===== src/rtl/gsu_icache_ctrl_if.sv =====
// Fetch-side and memory-side handshake bundle for the GSU instruction cache.
// The cache controller uses the slave view; the fetch stage/arbiter side uses master.
interface gsu_icache_ctrl_if;
  logic        fetch_req;
  logic [7:0]  fetch_bank;
  logic [15:0] fetch_addr;
  logic [7:0]  fetch_data;
  logic        fetch_valid;
  logic        mem_req;
  logic [23:0] mem_addr;
  logic        mem_ack;
  logic [7:0]  mem_data;

  modport master (
    output fetch_req, fetch_bank, fetch_addr,
    input  fetch_data, fetch_valid,
    input  mem_req, mem_addr,
    output mem_ack, mem_data
  );

  modport slave (
    input  fetch_req, fetch_bank, fetch_addr,
    output fetch_data, fetch_valid,
    output mem_req, mem_addr,
    input  mem_ack, mem_data
  );
endinterface


===== src/rtl/gsu_icache_ctrl.sv =====
// GSU instruction-cache controller: CBR-relative window, line fill over a req/ack
// memory port, uncached bypass outside the window and SNES-side preload writes.
module gsu_icache_ctrl #(
  parameter  int LINE_BYTES  = 16,
  parameter  int NUM_LINES   = 32,
  localparam int CACHE_BYTES = LINE_BYTES * NUM_LINES,
  localparam int OFF_W       = $clog2(CACHE_BYTES)
) (
  input  logic                 clkin,
  input  logic                 RESET,
  gsu_icache_ctrl_if.slave     bus,
  input  logic                 cbr_load,
  input  logic [15:0]          cbr_in,
  input  logic                 flush,
  input  logic                 snes_we,
  input  logic [OFF_W-1:0]     snes_waddr,
  input  logic [7:0]           snes_wdata,
  output logic [15:0]          cbr,
  output logic [NUM_LINES-1:0] line_valid,
  output logic                 busy
);
  localparam int LINE_W = $clog2(LINE_BYTES);
  localparam int IDX_W  = OFF_W - LINE_W;
  localparam logic [LINE_W-1:0] LAST_BEAT = LINE_W'(LINE_BYTES - 1);
  localparam logic [15:0] LINE_MASK = ~16'(LINE_BYTES - 1);

  typedef enum logic [2:0] {IDLE, HIT, BYPASS, FILL, RESP} state_t;

  state_t               state_reg, state_next;
  logic [15:0]          cbr_reg, cbr_next;
  logic [NUM_LINES-1:0] valid_reg, valid_next;
  logic [LINE_W-1:0]    beat_reg, beat_next;
  logic [IDX_W-1:0]     line_reg, line_next;
  logic [15:0]          base_reg, base_next;
  logic [15:0]          addr_reg, addr_next;
  logic [7:0]           bank_reg, bank_next;
  logic [7:0]           resp_reg, resp_next;
  logic                 stale_reg, stale_next;
  logic                 fill_done;

  logic [7:0]           ram [CACHE_BYTES];
  logic [7:0]           ram_rd_reg;

  // Offset is taken modulo 2^16, so addresses below CBR land far outside the window.
  logic [15:0]      win_off;
  logic             in_window;
  logic [IDX_W-1:0] req_line;
  logic [15:0]      fill_addr;

  assign win_off   = bus.fetch_addr - cbr_reg;
  assign in_window = {1'b0, win_off} < 17'(CACHE_BYTES);
  assign req_line  = win_off[OFF_W-1:LINE_W];
  assign fill_addr = base_reg + 16'(beat_reg);

  // SNES writes take the single write port; a colliding fill byte is dropped.
  logic             fill_beat;
  logic             ram_we;
  logic [OFF_W-1:0] ram_waddr;
  logic [7:0]       ram_wdata;

  assign fill_beat = (state_reg == FILL) && bus.mem_ack;
  assign ram_we    = snes_we || fill_beat;
  assign ram_waddr = snes_we ? snes_waddr : {line_reg, beat_reg};
  assign ram_wdata = snes_we ? snes_wdata : bus.mem_data;

  always_ff @(posedge clkin) begin
    if (ram_we) ram[ram_waddr] <= ram_wdata;
    ram_rd_reg <= ram[win_off[OFF_W-1:0]];
  end

  always_comb begin
    state_next = state_reg;
    cbr_next   = cbr_reg;
    beat_next  = beat_reg;
    line_next  = line_reg;
    base_next  = base_reg;
    addr_next  = addr_reg;
    bank_next  = bank_reg;
    resp_next  = resp_reg;
    stale_next = stale_reg;
    fill_done  = 1'b0;

    if (cbr_load) cbr_next = cbr_in & LINE_MASK;

    case (state_reg)
      IDLE: begin
        if (bus.fetch_req) begin
          addr_next = bus.fetch_addr;
          bank_next = bus.fetch_bank;
          if (in_window && valid_reg[req_line]) begin
            state_next = HIT;
          end else if (in_window) begin
            state_next = FILL;
            beat_next  = '0;
            line_next  = req_line;
            base_next  = bus.fetch_addr & LINE_MASK;
            stale_next = 1'b0;
          end else begin
            state_next = BYPASS;
          end
        end
      end
      HIT: state_next = IDLE;
      BYPASS: begin
        if (bus.mem_ack) begin
          resp_next  = bus.mem_data;
          state_next = RESP;
        end
      end
      FILL: begin
        // Any disturbance of this line's contents or of the window keeps it invalid.
        if (cbr_load || flush ||
            (snes_we && ((snes_waddr[OFF_W-1:LINE_W] == line_reg) || bus.mem_ack)))
          stale_next = 1'b1;
        if (bus.mem_ack) begin
          if (fill_addr == addr_reg) resp_next = bus.mem_data;
          beat_next = beat_reg + 1'b1;
          if (beat_reg == LAST_BEAT) begin
            state_next = RESP;
            fill_done  = 1'b1;
          end
        end
      end
      RESP:    state_next = IDLE;
      default: state_next = IDLE;
    endcase
  end

  logic clr_all;
  logic snes_last;
  assign clr_all   = cbr_load || flush;
  assign snes_last = snes_we && (snes_waddr[LINE_W-1:0] == LAST_BEAT);

  for (genvar gi = 0; gi < NUM_LINES; gi++) begin : g_valid
    logic set_fill;
    logic set_snes;
    assign set_fill = fill_done && !stale_next && (line_reg == IDX_W'(gi));
    assign set_snes = snes_last && (snes_waddr[OFF_W-1:LINE_W] == IDX_W'(gi));
    assign valid_next[gi] = clr_all ? 1'b0 : (valid_reg[gi] || set_fill || set_snes);
  end

  always_ff @(posedge clkin) begin
    if (RESET) begin
      state_reg <= IDLE;
      cbr_reg   <= '0;
      valid_reg <= '0;
      beat_reg  <= '0;
      line_reg  <= '0;
      base_reg  <= '0;
      addr_reg  <= '0;
      bank_reg  <= '0;
      resp_reg  <= '0;
      stale_reg <= 1'b0;
    end else begin
      state_reg <= state_next;
      cbr_reg   <= cbr_next;
      valid_reg <= valid_next;
      beat_reg  <= beat_next;
      line_reg  <= line_next;
      base_reg  <= base_next;
      addr_reg  <= addr_next;
      bank_reg  <= bank_next;
      resp_reg  <= resp_next;
      stale_reg <= stale_next;
    end
  end

  always_comb begin
    bus.mem_req     = (state_reg == BYPASS) || (state_reg == FILL);
    bus.mem_addr    = 24'h0;
    bus.fetch_valid = (state_reg == HIT) || (state_reg == RESP);
    bus.fetch_data  = 8'h00;
    if (state_reg == BYPASS) bus.mem_addr = {bank_reg, addr_reg};
    if (state_reg == FILL)   bus.mem_addr = {bank_reg, fill_addr};
    if (state_reg == HIT)    bus.fetch_data = ram_rd_reg;
    if (state_reg == RESP)   bus.fetch_data = resp_reg;
  end

  assign cbr        = cbr_reg;
  assign line_valid = valid_reg;
  assign busy       = (state_reg != IDLE);
endmodule

===== src/flat_wrapper.sv =====
// flat-port wrapper written by rule: the top's interface ports become plain ports
module gsu_icache_ctrl_flat 
#(
  parameter  int LINE_BYTES  = 16,
  parameter  int NUM_LINES   = 32,
  localparam int CACHE_BYTES = LINE_BYTES * NUM_LINES,
  localparam int OFF_W       = $clog2(CACHE_BYTES)
)
  (clkin, RESET, cbr_load, cbr_in, flush, snes_we, snes_waddr, snes_wdata, cbr, line_valid, busy, bus_fetch_req, bus_fetch_bank, bus_fetch_addr, bus_fetch_data, bus_fetch_valid, bus_mem_req, bus_mem_addr, bus_mem_ack, bus_mem_data);
  gsu_icache_ctrl_if bus_i ();
  input  logic clkin;
  input  logic RESET;
  input  logic cbr_load;
  input  logic [15:0] cbr_in;
  input  logic flush;
  input  logic snes_we;
  input  logic [OFF_W-1:0] snes_waddr;
  input  logic [7:0] snes_wdata;
  output logic [15:0] cbr;
  output logic [NUM_LINES-1:0] line_valid;
  output logic busy;
  input wire logic [$bits(bus_i.fetch_req)-1:0] bus_fetch_req;
  input wire logic [$bits(bus_i.fetch_bank)-1:0] bus_fetch_bank;
  input wire logic [$bits(bus_i.fetch_addr)-1:0] bus_fetch_addr;
  output wire logic [$bits(bus_i.fetch_data)-1:0] bus_fetch_data;
  output wire logic [$bits(bus_i.fetch_valid)-1:0] bus_fetch_valid;
  output wire logic [$bits(bus_i.mem_req)-1:0] bus_mem_req;
  output wire logic [$bits(bus_i.mem_addr)-1:0] bus_mem_addr;
  input wire logic [$bits(bus_i.mem_ack)-1:0] bus_mem_ack;
  input wire logic [$bits(bus_i.mem_data)-1:0] bus_mem_data;
  assign bus_i.fetch_req = bus_fetch_req;
  assign bus_i.fetch_bank = bus_fetch_bank;
  assign bus_i.fetch_addr = bus_fetch_addr;
  assign bus_fetch_data = bus_i.fetch_data;
  assign bus_fetch_valid = bus_i.fetch_valid;
  assign bus_mem_req = bus_i.mem_req;
  assign bus_mem_addr = bus_i.mem_addr;
  assign bus_i.mem_ack = bus_mem_ack;
  assign bus_i.mem_data = bus_mem_data;
  gsu_icache_ctrl #(.LINE_BYTES(LINE_BYTES), .NUM_LINES(NUM_LINES)) u_core (.clkin(clkin), .RESET(RESET), .bus(bus_i), .cbr_load(cbr_load), .cbr_in(cbr_in), .flush(flush), .snes_we(snes_we), .snes_waddr(snes_waddr), .snes_wdata(snes_wdata), .cbr(cbr), .line_valid(line_valid), .busy(busy));
endmodule

===== config.mk =====
export PLATFORM = sky130hd
export DESIGN_NAME = gsu_icache_ctrl_flat
export DESIGN_NICKNAME = d
export VERILOG_FILES = /design/src/rtl/gsu_icache_ctrl_if.sv /design/src/rtl/gsu_icache_ctrl.sv /design/src/flat_wrapper.sv
export SDC_FILE = /design/constraint.sdc
export NUM_CORES = 2
export LEC_CHECK = 0
export CAP_MARGIN = 20
export CORE_ASPECT_RATIO = 0.8
export CORE_MARGIN = 3
export CORE_UTILIZATION = 50
export DETAILED_ROUTE_END_ITERATION = 6
export PLACE_DENSITY = 0.68
export SYNTH_ARGS = -nofsm -noshare
export SYNTH_HDL_FRONTEND = slang
export SYNTH_SLANG_ARGS = --single-unit

===== constraint.sdc =====
create_clock -name clkin -period 14.56 [get_ports clkin]
set_input_delay 3.64 -clock clkin [delete_from_list [all_inputs] [get_ports clkin]]
set_output_delay 3.64 -clock clkin [all_outputs]
set_load 0.01 [all_outputs]

==> out/results.tsv <==
stage	metric	value	unit
outcome	run status	finished, final reports clean	
timing	Worst Max-Slew Pin Slew	1330	ps
logic_synthesis	count leader, synth	edfxtp_1	
clocking	Post-CTS Hold Fix Bufs	0	
timing	skew final	37.7	ps
route	DRT Pass-1 Iters	6	
worst_setup_path	Critical Path AT	9090	ps
logic_synthesis	Synth area leader	edfxtp_1	
route	DRC	0	
final_layout	Fill cells	24200	
logic_synthesis	yosys warns	0	
route	wire length per cell	32.1	µm
clocking	CTS Root Cell	clkbuf_16	
worst_setup_path	CP max-delay cell	nor4_1	
timing	RSZ-0062 raised after global routing	false	
global_route	GR Util All Layers	24.8	%
floorplanning	Initial Util	50.5	%
placement	GPL Wtd Cong	0.898	
route	Detail Route Antenna Nets	0	
timing	slew margin rel.	8.79	%
worst_setup_path	critical path endpoint category	flip-flop	
timing	hold slack	453	ps
floorplanning	FP Rows	188	
final_layout	max reg flops	4096	
placement	dpl hpwl	253000	µm
final_layout	share of cells above drive strength 1	17.8	%
logic_synthesis	Avg Cell Area, Syn	19.7	µm²
floorplanning	Die H	522	µm
logic_synthesis	unique cell type count in the Yosys netlist	84	
route	Total Wirelength	428000	µm
logic_synthesis	Syn Inst Count	8471	
floorplanning	Ports	155	
global_route	initial antenna violation count	27	
clocking	TritonCTS clock tree	yes	
worst_setup_path	CP peak stage delay	960	ps
logic_synthesis	Synth Register Bits	4205	
logic_synthesis	ys async rst share	0	%
timing	final count of hold timing violations	0	
worst_setup_path	CP max FO	95	
route	via-per-instance ratio	6.50	
clocking	Clk Latency, worst-skew pair	910	ps
power	Pleak	57.9	nW
worst_setup_path	Crit path max-delay family	buffers and inverters	
worst_setup_path	WP buf/inv	6	
global_route	gr ovfl total	0	
timing	final setup margin	6290	ps
global_route	first-pass GRT wire length	612000	µm
timing	Final setup viols	0	
route	DR vias	86700	
worst_setup_path	critical-path cell list	clkdlybuf4s50_1, inv_1, ha_4, buf_12, buf_4, buf_4, nor4_2, buf_4, a32oi_1, nand3_1, nor4_1, a21oi_1, a211oi_1	
route	1st-iter DRT viols	12900	
clocking	Clock transition at path regs	60	ps
timing	Max Freq	121	MHz
clocking	Post CTS Setup Buffer Count	0	
placement	post-placement setup slack	5550	ps
floorplanning	die extent in x	651	µm
worst_setup_path	critical path required time	15380	ps
logic_synthesis	ys flop type	edfxtp_1	
timing	post-route clock period utilization	56.8	%
timing	Pins Over Slew Limit	0	
timing	setup TNS after final layout	0	ps
floorplanning	Core ar.	0.330	mm²
power	peak supply drop	116	µV
logic_synthesis	top post-synthesis cells by area	edfxtp_1 74%, mux4_2 10%, mux2i_1 3.7%	
clocking	Sink Count	4205	
worst_setup_path	WS Path Type	in2reg	
floorplanning	Die ar.	0.340	mm²
power	Pwr per Cell Area	138	mW/mm²
worst_setup_path	CP most frequent cell	buf_4	
clocking	post-CTS sizing	0	
logic_synthesis	EDFF count, synth	4096	
timing	Min Clock Period, post-route	8270	ps
clocking	H-Tree Depth	5	
logic_synthesis	sequential area share after synthesis	75.2	%
global_route	pin count of the biggest net entering global routing	224	
logic_synthesis	top post-synthesis cells by count	4,096 x edfxtp_1, 746 x mux4_2, 659 x nor2_1	
logic_synthesis	top-area cell type share of the netlist area	73.8	%
clocking	Clock Path Buffers	4	
flow_run	Max Cap Viol	0	
final_layout	nets@finish	8715	
final_layout	synthesis-to-layout area growth	10.8	%
placement	port bufs	146	
min_path	Hold Path Class	reg2reg	
worst_setup_path	Critical Path Start Type	input pin	
logic_synthesis	cell area after synthesis	0.167	mm²
clocking	TritonCTS Buffers	403	
global_route	vias in the first global route	83900	
[path summary, 6_finish.rpt]
check,start,cells after the start,endpoint,slack (ps)
hold reg to reg,u_core.bank_reg[0],2,u_core.bank_reg[0],450
hold / removal,u_core.bank_reg[0],2,u_core.bank_reg[0],450
setup / recovery,bus_fetch_addr[4],13,u_core.ram_rd_reg[7],6290
setup reg to reg,u_core.cbr[4],11,u_core.ram_rd_reg[7],9330
[layer usage]
metal	track usage [%]	part of all wire, %
met5	0	0.026
met3	7.27	13
met4	6.94	3.0
met1	36.7	40
met2	36.2	44
[power breakdown]
part / internal, mW / switching, mW / leakage [nW]
Clock: 5.79 / 4.41 / 6.21
Combinational: 0.501 / 1.23 / 14.0
Sequential: 13.4 / 0.0572 / 37.7
Total: 19.7 / 5.70 / 57.9
[layout by cell type, fill, tap and decap left out, types with 23 or more instances in the layout]
cell / netlist / final
a2111oi_0: 55 / 48
a211oi_1: 23 / 23
a21oi_1: 168 / 168
a221oi_1: 38 / 38
a22o_1: 37 / 37
a32oi_1: 35 / 35
and2_1: 24 / 24
buf_4: 54 / 148
bufinv_16: 0 / 34
clkbuf_1: 261 / 98
clkbuf_16: 0 / 409
clkdlybuf4s50_1: 0 / 140
clkinv_1: 1 / 71
clkinv_2: 0 / 75
dfxtp_1: 109 / 109
edfxtp_1: 4096 / 4096
inv_1: 24 / 23
mux2_2: 39 / 31
mux2i_1: 615 / 613
mux4_1: 54 / 54
mux4_2: 746 / 746
nand2_1: 280 / 266
nand2b_1: 35 / 34
nand3_1: 43 / 43
nand4_1: 41 / 41
nor2_1: 659 / 654
nor2b_1: 24 / 23
nor3_1: 29 / 26
o2111ai_1: 51 / 51
o21ai_0: 95 / 95
o221ai_1: 195 / 195
o22ai_1: 123 / 123
[kinds of logic (layout without fill, tap and decap cells)]
family	after synthesis	after routing	synth area share, %
DFF	4205	4205	75.2
muxes	1458	1458	14.9
and+or+nand+nor	1206	1206	3.09
AOI/OAI and AO/OA	960	960	4.24
buffers and inverters	597	1077	2.31
xor gates and xnor gates	31	31	0.179
adders and majority gates	13	13	0.102
other	1	15	0.00225
[layout make-up]
type,instances,area (µm²),area share (%)
well taps,4370,5470,2.96
flip-flops and latches,4205,125000,67.8
multi-input cells,3672,38000,20.6
repair buffers,322,3060,1.66
diodes,11,27.5,0.0149
inverters,26,110,0.0597
clock buffers,513,10700,5.79
clock inverters,216,2040,1.10
[worst register-to-register path, delay by kind of cell, from the launching register on]
kind            cells  cell delay [ps]
buf+inv             4             2240
simple gates        3             1310
compound gates      3              850
flops               1              400
fa+ha+maj           1              360
[stage by stage]
stage,total power [mW],cell area [µm²],util [%],instances
2_1_floorplan,14.7,167000,-,8474
3_3_place_gp,15.4,172000,52.1,12600
6_report,25.4,185000,56.0,13300
3_5_place_dp,15.4,172000,52.1,12600
5_1_grt,26.1,185000,56.0,13300
4_1_cts,25.5,184000,55.9,13300
Note: power is estimated with default switching activity, not from simulation.
